### config.mk
export PLATFORM = sky130hd
export DESIGN_NAME = fetch_unit
export DESIGN_NICKNAME = d
export VERILOG_FILES = /design/src/rtl/fetch_unit.sv
export SDC_FILE = /design/constraint.sdc
export NUM_CORES = 1
export LEC_CHECK = 0
export BUFFER_PORTS_ARGS = -buffer_cell sky130_fd_sc_hd__buf_2
export CORE_ASPECT_RATIO = 0.7
export CORE_MARGIN = 5
export CORE_UTILIZATION = 30
export CTS_CLUSTER_DIAMETER = 50
export DETAILED_ROUTE_END_ITERATION = 10
export PLACE_DENSITY = 0.49
export SYNTH_ARGS = -nofsm -noshare
export SYNTH_HDL_FRONTEND = slang
export SYNTH_SLANG_ARGS = --single-unit
### constraint.sdc
create_clock -name CLK -period 2.4 [get_ports CLK]
set_input_delay 0.24 -clock CLK [delete_from_list [all_inputs] [get_ports CLK]]
set_output_delay 0.24 -clock CLK [all_outputs]
set_load 0.02 [all_outputs]
### src/rtl/fetch_unit.sv
// fetch_unit
//   Instruction fetch stage for the pipelined MIPS core. Owns the PC, issues
//   instruction-memory reads, and holds each fetched word in an output
//   register that decode consumes over a valid/ready handshake. Downstream
//   redirects (taken branches, jumps) flush the output register and reload
//   the PC. Once decode accepts a HALT instruction, fetching stops until reset.
//
// Ports
//   CLK          clock, all state updates on the rising edge
//   RST          synchronous active-high reset
//   iREN         instruction-memory read enable
//   imemaddr     instruction-memory address (the PC register)
//   ihit         memory returns imemload this cycle (only while iREN=1)
//   imemload     instruction word from memory
//   instr        registered instruction to decode
//   npc          address of instr plus 4
//   instr_valid  instr/npc hold a live instruction
//   dec_ready    decode accepts instr this cycle
//   redirect     flush and reload the PC from redirect_pc
//   redirect_pc  new PC, low two bits forced to zero
//   halted       sticky, set once a HALT instruction has been accepted
module fetch_unit #(
  parameter logic [31:0] PC_INIT = 32'h00000000,
  parameter logic [5:0]  HALT_OP = 6'b111111
) (
  input  logic        CLK,
  input  logic        RST,
  output logic        iREN,
  output logic [31:0] imemaddr,
  input  logic        ihit,
  input  logic [31:0] imemload,
  output logic [31:0] instr,
  output logic [31:0] npc,
  output logic        instr_valid,
  input  logic        dec_ready,
  input  logic        redirect,
  input  logic [31:0] redirect_pc,
  output logic        halted
);

  typedef enum logic {
    FETCH,
    HALTED
  } state_t;

  state_t      state_q, state_d;
  logic [31:0] pc_q, pc_d;
  logic [31:0] instr_q, instr_d;
  logic [31:0] npc_q, npc_d;
  logic        valid_q, valid_d;
  logic        halted_q, halted_d;

  logic slotFree;
  logic accept;
  logic acceptHalt;
  logic [31:0] pcPlus4;

  // The output register can take a new word when it is empty or when decode
  // is draining it in this same cycle (gives one instruction per cycle).
  assign slotFree   = !valid_q || dec_ready;
  assign accept     = valid_q && dec_ready;
  assign acceptHalt = accept && (instr_q[31:26] == HALT_OP);
  assign pcPlus4    = pc_q + 32'd4;

  // Read enable is the only output with a combinational path from the
  // handshake and redirect inputs; a redirect suppresses the read so the
  // stale address is never fetched.
  assign iREN = (state_q == FETCH) && slotFree && !redirect && !RST;

  assign imemaddr    = pc_q;
  assign instr       = instr_q;
  assign npc         = npc_q;
  assign instr_valid = valid_q;
  assign halted      = halted_q;

  // Next-state logic. Priority inside FETCH: redirect, then the HALT check
  // on an accepted instruction, then a memory hit, then a plain accept.
  // A hit arriving in the cycle a HALT is accepted is dropped so the PC
  // freezes at the address following the HALT.
  always_comb begin
    state_d  = state_q;
    pc_d     = pc_q;
    instr_d  = instr_q;
    npc_d    = npc_q;
    valid_d  = valid_q;
    halted_d = halted_q;

    unique case (state_q)
      FETCH: begin
        if (redirect) begin
          pc_d    = redirect_pc & 32'hFFFF_FFFC;
          valid_d = 1'b0;
        end else if (acceptHalt) begin
          state_d  = HALTED;
          halted_d = 1'b1;
          valid_d  = 1'b0;
        end else if (ihit && iREN) begin
          instr_d = imemload;
          npc_d   = pcPlus4;
          valid_d = 1'b1;
          pc_d    = pcPlus4;
        end else if (accept) begin
          valid_d = 1'b0;
        end
      end
      HALTED: begin
        valid_d  = 1'b0;
        halted_d = 1'b1;
      end
      default: begin
        state_d = FETCH;
      end
    endcase
  end

  // State register; reset wins over everything, including the halted state.
  always_ff @(posedge CLK) begin
    if (RST) begin
      state_q  <= FETCH;
      pc_q     <= PC_INIT;
      instr_q  <= 32'h0;
      npc_q    <= 32'h0;
      valid_q  <= 1'b0;
      halted_q <= 1'b0;
    end else begin
      state_q  <= state_d;
      pc_q     <= pc_d;
      instr_q  <= instr_d;
      npc_q    <= npc_d;
      valid_q  <= valid_d;
      halted_q <= halted_d;
    end
  end

endmodule

==> impl_metrics.toml, run 1 <==
[run_status]
status = "complete, no violations"

[critical_path]
crit_end = "npc[19]"
cp-end-kind = "flop"
r2r_cells = 5
path_cells = "nand4_4, or2_4, or4_1, xor2_1, a21oi_2"
regToRegEndpoint = "npc[19]"
crit_type = "flop to flop"
slowest_delay_ns = 0.59
crit_fanout = 9
crit_start = "imemaddr[5]"
r2r_setup_slack_ns = 0.30
required_ns = 2.63
crit_slowest_cell = "dfxtp_1"
worstPathArrival_ns = 2.33
r2r-start = "imemaddr[5]"
startpoint_type = "flop"

[sta]
fin_worst_skew_ns = 0.00759
setup_viol = 0
rsz0062_at_grt = "false"
worst_pin_slew_ns = 0.752
hold_viol_final = 0
period_needed_ns = 2.10
finalSetupTns_ns = 0
drv_slew = 0
clock.fmax_mhz = 475
timing.final.crit_share_pct = 87.7
slew_headroom_pct = 49.8

[yosys]
synth_flop_cell = "dfxtp_1"
synth_cell_types = 64
synth_area_um2 = 4520
ys_ff_latch = 95
avgSynthCellArea_um2 = 8.08
synthesis.instances = 560
synth_edf_count = 0
async_flop_share_pct = 0
ys_seq_area_share_pct = 42.0
synth_warnings = 0

[clock_network]
cts_tree = "built"
htree_levels = 3
cts.sinks = 95
cts.root.buffer_cell = "clkbuf_16"
clk_path_buf_depth = 2
cts_buffers = 9
cts_setup_buffers = 0
cts.clk_slew.worst_paths_ns = 0.07
cts_resized = 0
clock_latency_ns = 0.35
cts_hold_buf = 0

[layout]
final_common_cell = "buf_2"
nets = 781
drive_above_1_share_pct = 31.0
multi_input_area_um2 = 2370
regArea_um2 = 1900
design_area_um2 = 5860
final_util_pct = 39.8
fillers = 1528
area_growth_pct = 29.6
layout_common_cells = "161 x buf_2, 102 x nand2_1, 95 x dfxtp_1, 73 x a21oi_1, 43 x o21ai_0"

[global_route]
grt_pass1_wl_um = 23800
grt_max_degree = 66
grt_usage_pct = 16.8
antenna_found_initial = 0
grt_pass1_vias = 4391
overflow = 0

[route]
num_vias = 4546
dr.first_iter.drc_count = 260
wl_per_cell_um = 16.4
drt-total-wl_um = 14900
avgViaCountPerCell = 4.98
ant_nets = 0
drc = 0
drt-pass1-iter-count = 5

[die]
num_rows = 37
die-height_um = 113
core_um2 = 14700
die_area_um2 = 17700
io_pins = 168
die_w_um = 157
initial_core_util_pct = 30.7

[power]
pwr-share-seq_pct = 44.7
pwr-share-clk_pct = 41.7
power.density_nw_per_um2 = 659
switching_power_mw = 1.04
finalPower_mw = 3.86
internal_power_mw = 2.82
p_comb_share_pct = 13.6
leakage_nw = 2.52
swShare_pct = 27.0
vdd_drop_max_v = 0.000315

[flow_run]
maxCapViolCount = 0

[placed_design]
place.port_buffers = 161
placed_area_um2 = 5530
place_congestion = 0.828
hpwl_um = 10900

[worst_hold_path]
hp-class = "input pin to flop"
==> sequential cells by signal, indices dropped and copies added (netlist names) <==
register,cells
imemaddr,30
npc,30
instr,32
state_q,1
instr_valid,1
halted,1
==> kinds of logic after synthesis <==
group / count (synthesis) / synth area share (%)
AOI/OAI and AO/OA: 175 / 23.1
xor gates and xnor gates: 28 / 5.42
adders and majority gates: 1 / 0.277
buffers and inverters: 53 / 6.17
DFF: 95 / 42.0
muxes: 1 / 0.221
other: 1 / 0.0829
and+or+nand+nor: 206 / 22.7
==> worst min-delay path by stage <==
stage                    to  cells past startpoint  slack, ns            start
2_1_floorplan  imemaddr[26]                      2       0.37  redirect_pc[26]
3_3_place_gp         halted                      2       0.43           halted
3_5_place_dp         halted                      2       0.44           halted
4_1_cts        imemaddr[26]                      3        0.1  redirect_pc[26]
5_1_grt        imemaddr[26]                      3       0.10  redirect_pc[26]
6_report       imemaddr[26]                      3       0.13  redirect_pc[26]
==> cell type report <==
| type | count | share of cell area, % |
|---|---|---|
| antenna | 1 | 0.0427 |
| tap | 195 | 4.16 |
| sequential | 95 | 32.4 |
| multi-input combinational | 415 | 40.5 |
| clock buffer | 11 | 4.31 |
| inverter | 4 | 0.256 |
| timing repair buffer | 186 | 16.9 |
| clock inverter | 5 | 1.34 |
==> metal layers <==
layer  global-route usage, %  vias up  routed length (um)
met5                       0        -                   0
met1                    24.4     2115                7330
met2                    24.3      142                6410
met4                    3.01        0                 104
li1                        -     2281                   -
met3                    5.77        8                1100
==> per-stage QoR <==
stage	worst slack, ns	hold WS [ns]	std cells
2_1_floorplan	0.215	0.366	563
3_3_place_gp	0.318	0.435	895
3_5_place_dp	0.289	0.444	895
4_1_cts	0.281	0.0977	911
5_1_grt	0.142	0.101	911
6_report	0.296	0.126	912
==> synthesized netlist by cell type, types with 6 or more instances <==
cell type,n,share of area (%)
nand2_1,102,8.5
nor2_1,35,2.9
dfxtp_1,95,42
buf_2,12,1.3
a21oi_1,73,8.1
nand3_1,16,1.8
a31oi_1,10,1.4
a22oi_1,6,1.0
nand4_1,10,1.4
o21ai_0,43,4.8
buf_4,9,1.5
and3_1,8,1.1
xnor2_1,13,2.5
xor2_1,15,2.9
clkbuf_1,20,1.7
o31ai_1,8,1.3
==> critical path: cells and delay by family, from the launching register on <==
| kind | cells | cell delay [ns] |
|---|---|---|
| flip-flops | 1 | 0.59 |
| AND/OR/NAND/NOR | 3 | 1.08 |
| XOR/XNOR | 1 | 0.23 |
| AO/OA/AOI/OAI | 1 | 0.08 |
==> power by group through the flow <==
stage | Combinational, mW | Sequential, mW | Clock [mW]
3_5_place_dp | 0.531 | 1.76 | 0
2_1_floorplan | 0.247 | 1.83 | 0
3_3_place_gp | 0.527 | 1.76 | 0
4_1_cts | 0.533 | 1.73 | 1.65
6_report | 0.526 | 1.73 | 1.61
5_1_grt | 0.581 | 1.74 | 1.72
(Power assumes the default switching activity.)
==> run 2: changes to the inputs <==
--- a/config.mk
+++ b/config.mk
@@ -11,7 +11,6 @@
 export CORE_UTILIZATION = 30
 export CTS_CLUSTER_DIAMETER = 50
 export DETAILED_ROUTE_END_ITERATION = 10
-export PLACE_DENSITY = 0.49
 export SYNTH_ARGS = -nofsm -noshare
 export SYNTH_HDL_FRONTEND = slang
 export SYNTH_SLANG_ARGS = --single-unit
==> run 2 against run 1 <==
  * Via count shrank 0.15%
  * Total power decreased by 6.0%
  * Worst setup slack lost 0.063 ns
  * Combinational power up 3%
  * Design area down 0.28%
  * Register-to-register slack lost 0.06 ns
  * First-iteration DRC count is 30% higher
  * Critical path type unchanged
  * Clock skew up 0.0044 ns
  * Wire length down 2.0%
  * Non-clock buffer count grew 3
  * Maximum frequency decreased by 2.9%
==> impl_metrics.toml, run 2 (synthesized netlist as in run 1, its figures left out) <==
[sta]
timing.final.crit_share_pct = 90.3
drv_slew = 0
rsz0062_at_grt = "false"
period_needed_ns = 2.17
hold_viol_final = 0
clock.fmax_mhz = 461
finalSetupTns_ns = 0
fin_worst_skew_ns = 0.0120
setup_slack_ns = 0.233
setup_viol = 0
worst_pin_slew_ns = 0.641
slew_headroom_pct = 57.3

[route]
drt-total-wl_um = 14600
drc = 0
avgViaCountPerCell = 4.96
ant_nets = 0
wl_per_cell_um = 16.0
drt-pass1-iter-count = 6
num_vias = 4539
dr.first_iter.drc_count = 338

[clock_network]
cts_buffers = 9
cts.clk_slew.worst_paths_ns = 0.07
cts_setup_buffers = 0
cts.sinks = 95
clock_latency_ns = 0.35
htree_levels = 3
cts_resized = 0
cts_hold_buf = 0
clk_path_buf_depth = 2
cts_tree = "built"
cts.root.buffer_cell = "clkbuf_16"

[power]
vdd_drop_max_v = 0.000373
internal_power_mw = 2.57
swShare_pct = 29.3
switching_power_mw = 1.06
pwr-share-seq_pct = 47.4
pwr-share-clk_pct = 37.7
finalPower_mw = 3.63
leakage_nw = 2.51
power.density_nw_per_um2 = 621
p_comb_share_pct = 14.9

[critical_path]
critPathBufInv = 0
r2r_setup_slack_ns = 0.23
path_cells = "nand3_1, nor4_2, nand2_1, or4_1, nand3_1"
r2r_cells = 5
startpoint_type = "flop"
cp_num_cells = 5
cp-end-kind = "flop"
required_ns = 2.69
path_delay_family = "simple AND/OR/NAND/NOR gates"
crit_path_frequent_cell = "nand3_1"
crit_fanout = 7
worstPathArrival_ns = 2.46
crit_type = "flop to flop"
slowest_delay_ns = 0.56
crit_slowest_cell = "nor4_2"

[layout]
final_util_pct = 39.7
layout_common_cells = "161 x buf_2, 102 x nand2_1, 95 x dfxtp_1, 73 x a21oi_1, 43 x o21ai_0"
fillers = 1583
largest_register_ffs = 32
area_growth_pct = 29.2
multi_input_area_um2 = 2370
nets = 784
regArea_um2 = 1900
drive_above_1_share_pct = 31.3
finalNonFillerCells = 915
final_common_cell = "buf_2"

[die]
die-height_um = 113
initial_core_util_pct = 30.7
num_rows = 37
core_um2 = 14700
die_w_um = 157
die_area_um2 = 17700
io_pins = 168

[run_status]
status = "complete, no violations"

[worst_hold_path]
hold_path_depth = 3
hp-class = "input pin to flop"

[global_route]
antenna_found_initial = 1
grt_usage_pct = 16.2
grt_pass1_vias = 4285
overflow = 0
grt_pass1_wl_um = 23200
grt_max_degree = 61

[placed_design]
place_congestion = 0.786
pre_cts_slack_ns = 0.297
hpwl_um = 10800
dp_cells = 898
place.port_buffers = 161

[flow_run]
maxCapViolCount = 0
run 2: path summary, 6_finish.rpt:
| path | start | end |
|---|---|---|
| hold reg to reg | halted | halted |
| hold / removal | imemload[4] | instr[4] |
| setup reg to reg | imemaddr[8] | imemaddr[31] |
| setup / recovery | imemaddr[8] | imemaddr[31] |
run 2: worst min-delay path: cells and delay by family:
family	cells	cell delay, ns
compound gates	1	0.05
buf+inv	1	0.09
simple gates	1	0.05
run 2: layout make-up:
| type | instances | share of cell area, % |
|---|---|---|
| Antenna cell | 1 | 0.0428 |
| Sequential cell | 95 | 32.5 |
| Tap cell | 195 | 4.17 |
| Clock buffer | 9 | 3.85 |
| Clock inverter | 7 | 0.942 |
| Inverter | 4 | 0.257 |
| Timing Repair Buffer | 189 | 17.6 |
| Multi-Input combinational cell | 415 | 40.6 |
run 2: stage by stage:
stage | hold slack (ns) | cell area [um^2]
floorplan | 0.366 | 4540
global placement | 0.433 | 5560
detailed placement | 0.440 | 5560
CTS | 0.110 | 5840
global route | 0.114 | 5850
finish | 0.119 | 5850
run 2: power groups by stage:
stage | Sequential (mW) | Clock (mW) | Combinational (mW)
3_5_place_dp | 1.75 | 0 | 0.544
5_1_grt | 1.73 | 1.47 | 0.596
6_report | 1.72 | 1.37 | 0.542
4_1_cts | 1.72 | 1.41 | 0.547
2_1_floorplan | 1.83 | 0 | 0.247
3_3_place_gp | 1.75 | 0 | 0.545
run 2: metal layers:
layer  up-vias  wire length, um  GRT usage, %
met1      2077             7150          23.9
met4         0              140          3.29
met2       168             5960          23.1
met5         -                0             0
met3        12             1380          5.43
li1       2282                -             -
==> run 3: changes to the inputs <==
--- a/config.mk
+++ b/config.mk
@@ -8,9 +8,11 @@
 export BUFFER_PORTS_ARGS = -buffer_cell sky130_fd_sc_hd__buf_2
 export CORE_ASPECT_RATIO = 0.7
 export CORE_MARGIN = 5
-export CORE_UTILIZATION = 30
+export CORE_UTILIZATION = 50
 export CTS_CLUSTER_DIAMETER = 50
 export DETAILED_ROUTE_END_ITERATION = 10
+export MAX_ROUTING_LAYER = met4
+export PLACE_DENSITY = 0.81
 export SYNTH_ARGS = -nofsm -noshare
 export SYNTH_HDL_FRONTEND = slang
 export SYNTH_SLANG_ARGS = --single-unit
==> run 3 against run 2 <==
  * Register-to-register slack got worse by 0.06 ns
  * Critical path depth unchanged
  * Clock-buffer cell count increased by 1
  * Highest routed layer unchanged
  * Largest power group unchanged
  * Critical endpoint unchanged
  * Clock skew decreased by 0.0042 ns
  * Largest cell class unchanged
  * Total power increased by 1.6%
  * Non-clock buffer count decreased by 5
  * Clock power increased by 5%
  * First-iteration DRC count increased by 23%
==> impl_metrics.toml, run 3 (synthesized netlist as in run 1, its figures left out) <==
[run_status]
status = "complete, no violations"

[sta]
setup_viol = 0
finalSetupTns_ns = 0
slew_headroom_pct = 53.2
clock.fmax_mhz = 449
drv_slew = 0
period_needed_ns = 2.23
hold_viol_final = 0
rsz0062_at_grt = "false"
worst_pin_slew_ns = 0.703
fin_worst_skew_ns = 0.00780
timing.final.crit_share_pct = 92.7

[placed_design]
hpwl_um = 9640
placed_area_um2 = 5420
place.port_buffers = 161
place_congestion = 0.935

[route]
ant_nets = 0
drt-total-wl_um = 13500
avgViaCountPerCell = 5.58
drt-pass1-iter-count = 7
dr.first_iter.drc_count = 417
met2_length_um = 6210
num_vias = 4677
top_layer = "met4"
drc = 0
wl_met3_um = 1280
wl_met1_um = 5850
wl_per_cell_um = 16.1

[die]
die_area_um2 = 11100
core_um2 = 8960
num_rows = 29
io_pins = 168
initial_core_util_pct = 50.5
die-height_um = 89.6
die_w_um = 124

[global_route]
overflow = 0
grt_pass1_vias = 4412
grt_max_degree = 66
grt_usage_pct = 25.0
grt_pass1_wl_um = 21400
antenna_found_initial = 0

[power]
leakage_nw = 2.47
vdd_drop_max_v = 0.000520
power.density_nw_per_um2 = 645

[clock_network]
cts.sinks = 95
cts_hold_buf = 0
cts.root.buffer_cell = "clkbuf_16"
clk_path_buf_depth = 2
htree_levels = 3
cts_tree = "built"
cts_buffers = 9
clock_latency_ns = 0.35
cts_setup_buffers = 0
cts.clk_slew.worst_paths_ns = 0.06
cts_resized = 0

[critical_path]
r2r_cells = 5
path_delay_family = "simple AND/OR/NAND/NOR gates"
worstPathArrival_ns = 2.51
crit_fanout = 9
cp_num_cells = 5
crit_type = "flop to flop"
cp-end-kind = "flop"
required_ns = 2.68
startpoint_type = "flop"
critPathBufInv = 0
crit_slowest_cell = "dfxtp_1"
path_cells = "nand4_4, nor4_2, nand2_1, or4_1, nand3_1"
slowest_delay_ns = 0.60

[layout]
final_common_cell = "buf_2"
largest_register_ffs = 32
multi_input_area_um2 = 2370
area_growth_pct = 26.4
design_area_um2 = 5720
drive_above_1_share_pct = 30.7
n_antenna_cell = 0
nets = 779
fillers = 815
regArea_um2 = 1900
layout_common_cells = "161 x buf_2, 102 x nand2_1, 95 x dfxtp_1, 73 x a21oi_1, 43 x o21ai_0"

[flow_run]
maxCapViolCount = 0

[worst_hold_path]
hp-class = "input pin to flop"
hold_path_depth = 3
==> run 3: cell types whose count changed in the layout (fill, tap and decap cells not counted), sizes merged <==
cell / before / now
clkinv: 2 / 1
diode: 1 / 0
clkinvlp: 2 / 3
inv: 7 / 5
buf: 189 / 184
bufinv: 0 / 1
clkbuf: 9 / 10
==> run 3: per-stage QoR <==
stage / total power [mW] / utilization, % / setup WS, ns / hold WS, ns / instances
after detailed placement: 2.27 / 60.4 / 0.215 / 0.445 / 822
after global routing: 3.84 / 63.8 / 0.0456 / 0.125 / 838
after global placement: 2.26 / 60.4 / 0.304 / 0.433 / 822
after CTS: 3.71 / 63.8 / 0.192 / 0.120 / 838
final: 3.69 / 63.8 / 0.174 / 0.126 / 838
after floorplan: 2.08 / - / 0.215 / 0.366 / 563
==> run 3: final cells by class <==
type                       instances  area share [%]
sequential                        95            33.3
inverter                           4           0.263
clock inverter                     6            1.23
clock buffer                      10            4.01
tap                              124            2.71
timing repair buffer             184            17.1
multi-input combinational        415            41.4
==> run 3: final timing paths <==
kind                            slack, ns            to         start
worst max register to register       0.17  imemaddr[31]   imemaddr[5]
worst max-delay path                 0.17  imemaddr[31]   imemaddr[5]
worst min register to register       0.45        halted        halted
worst min-delay path                 0.13     instr[26]  imemload[26]
==> run 3: per-layer routing <==
metal,up-vias,track usage [%]
met5,-,-
met4,0,7.44
li1,2266,-
met2,225,37.7
met3,20,7.08
met1,2166,32.9
==> run 3: worst register-to-register path, stage by stage, from the launching register on <==
cell and delay (ns):
dfxtp_1 0.60, nand4_4 0.20, nor4_2 0.54, nand2_1 0.22, or4_1 0.52, nand3_1 0.09
==> run 3: power breakdown <==
part           switching (mW)  leakage [nW]  internal (mW)
clock                   0.627         0.135          0.813
combinational           0.324          1.56          0.195
sequential             0.0776         0.776           1.65
total                    1.03          2.47           2.66
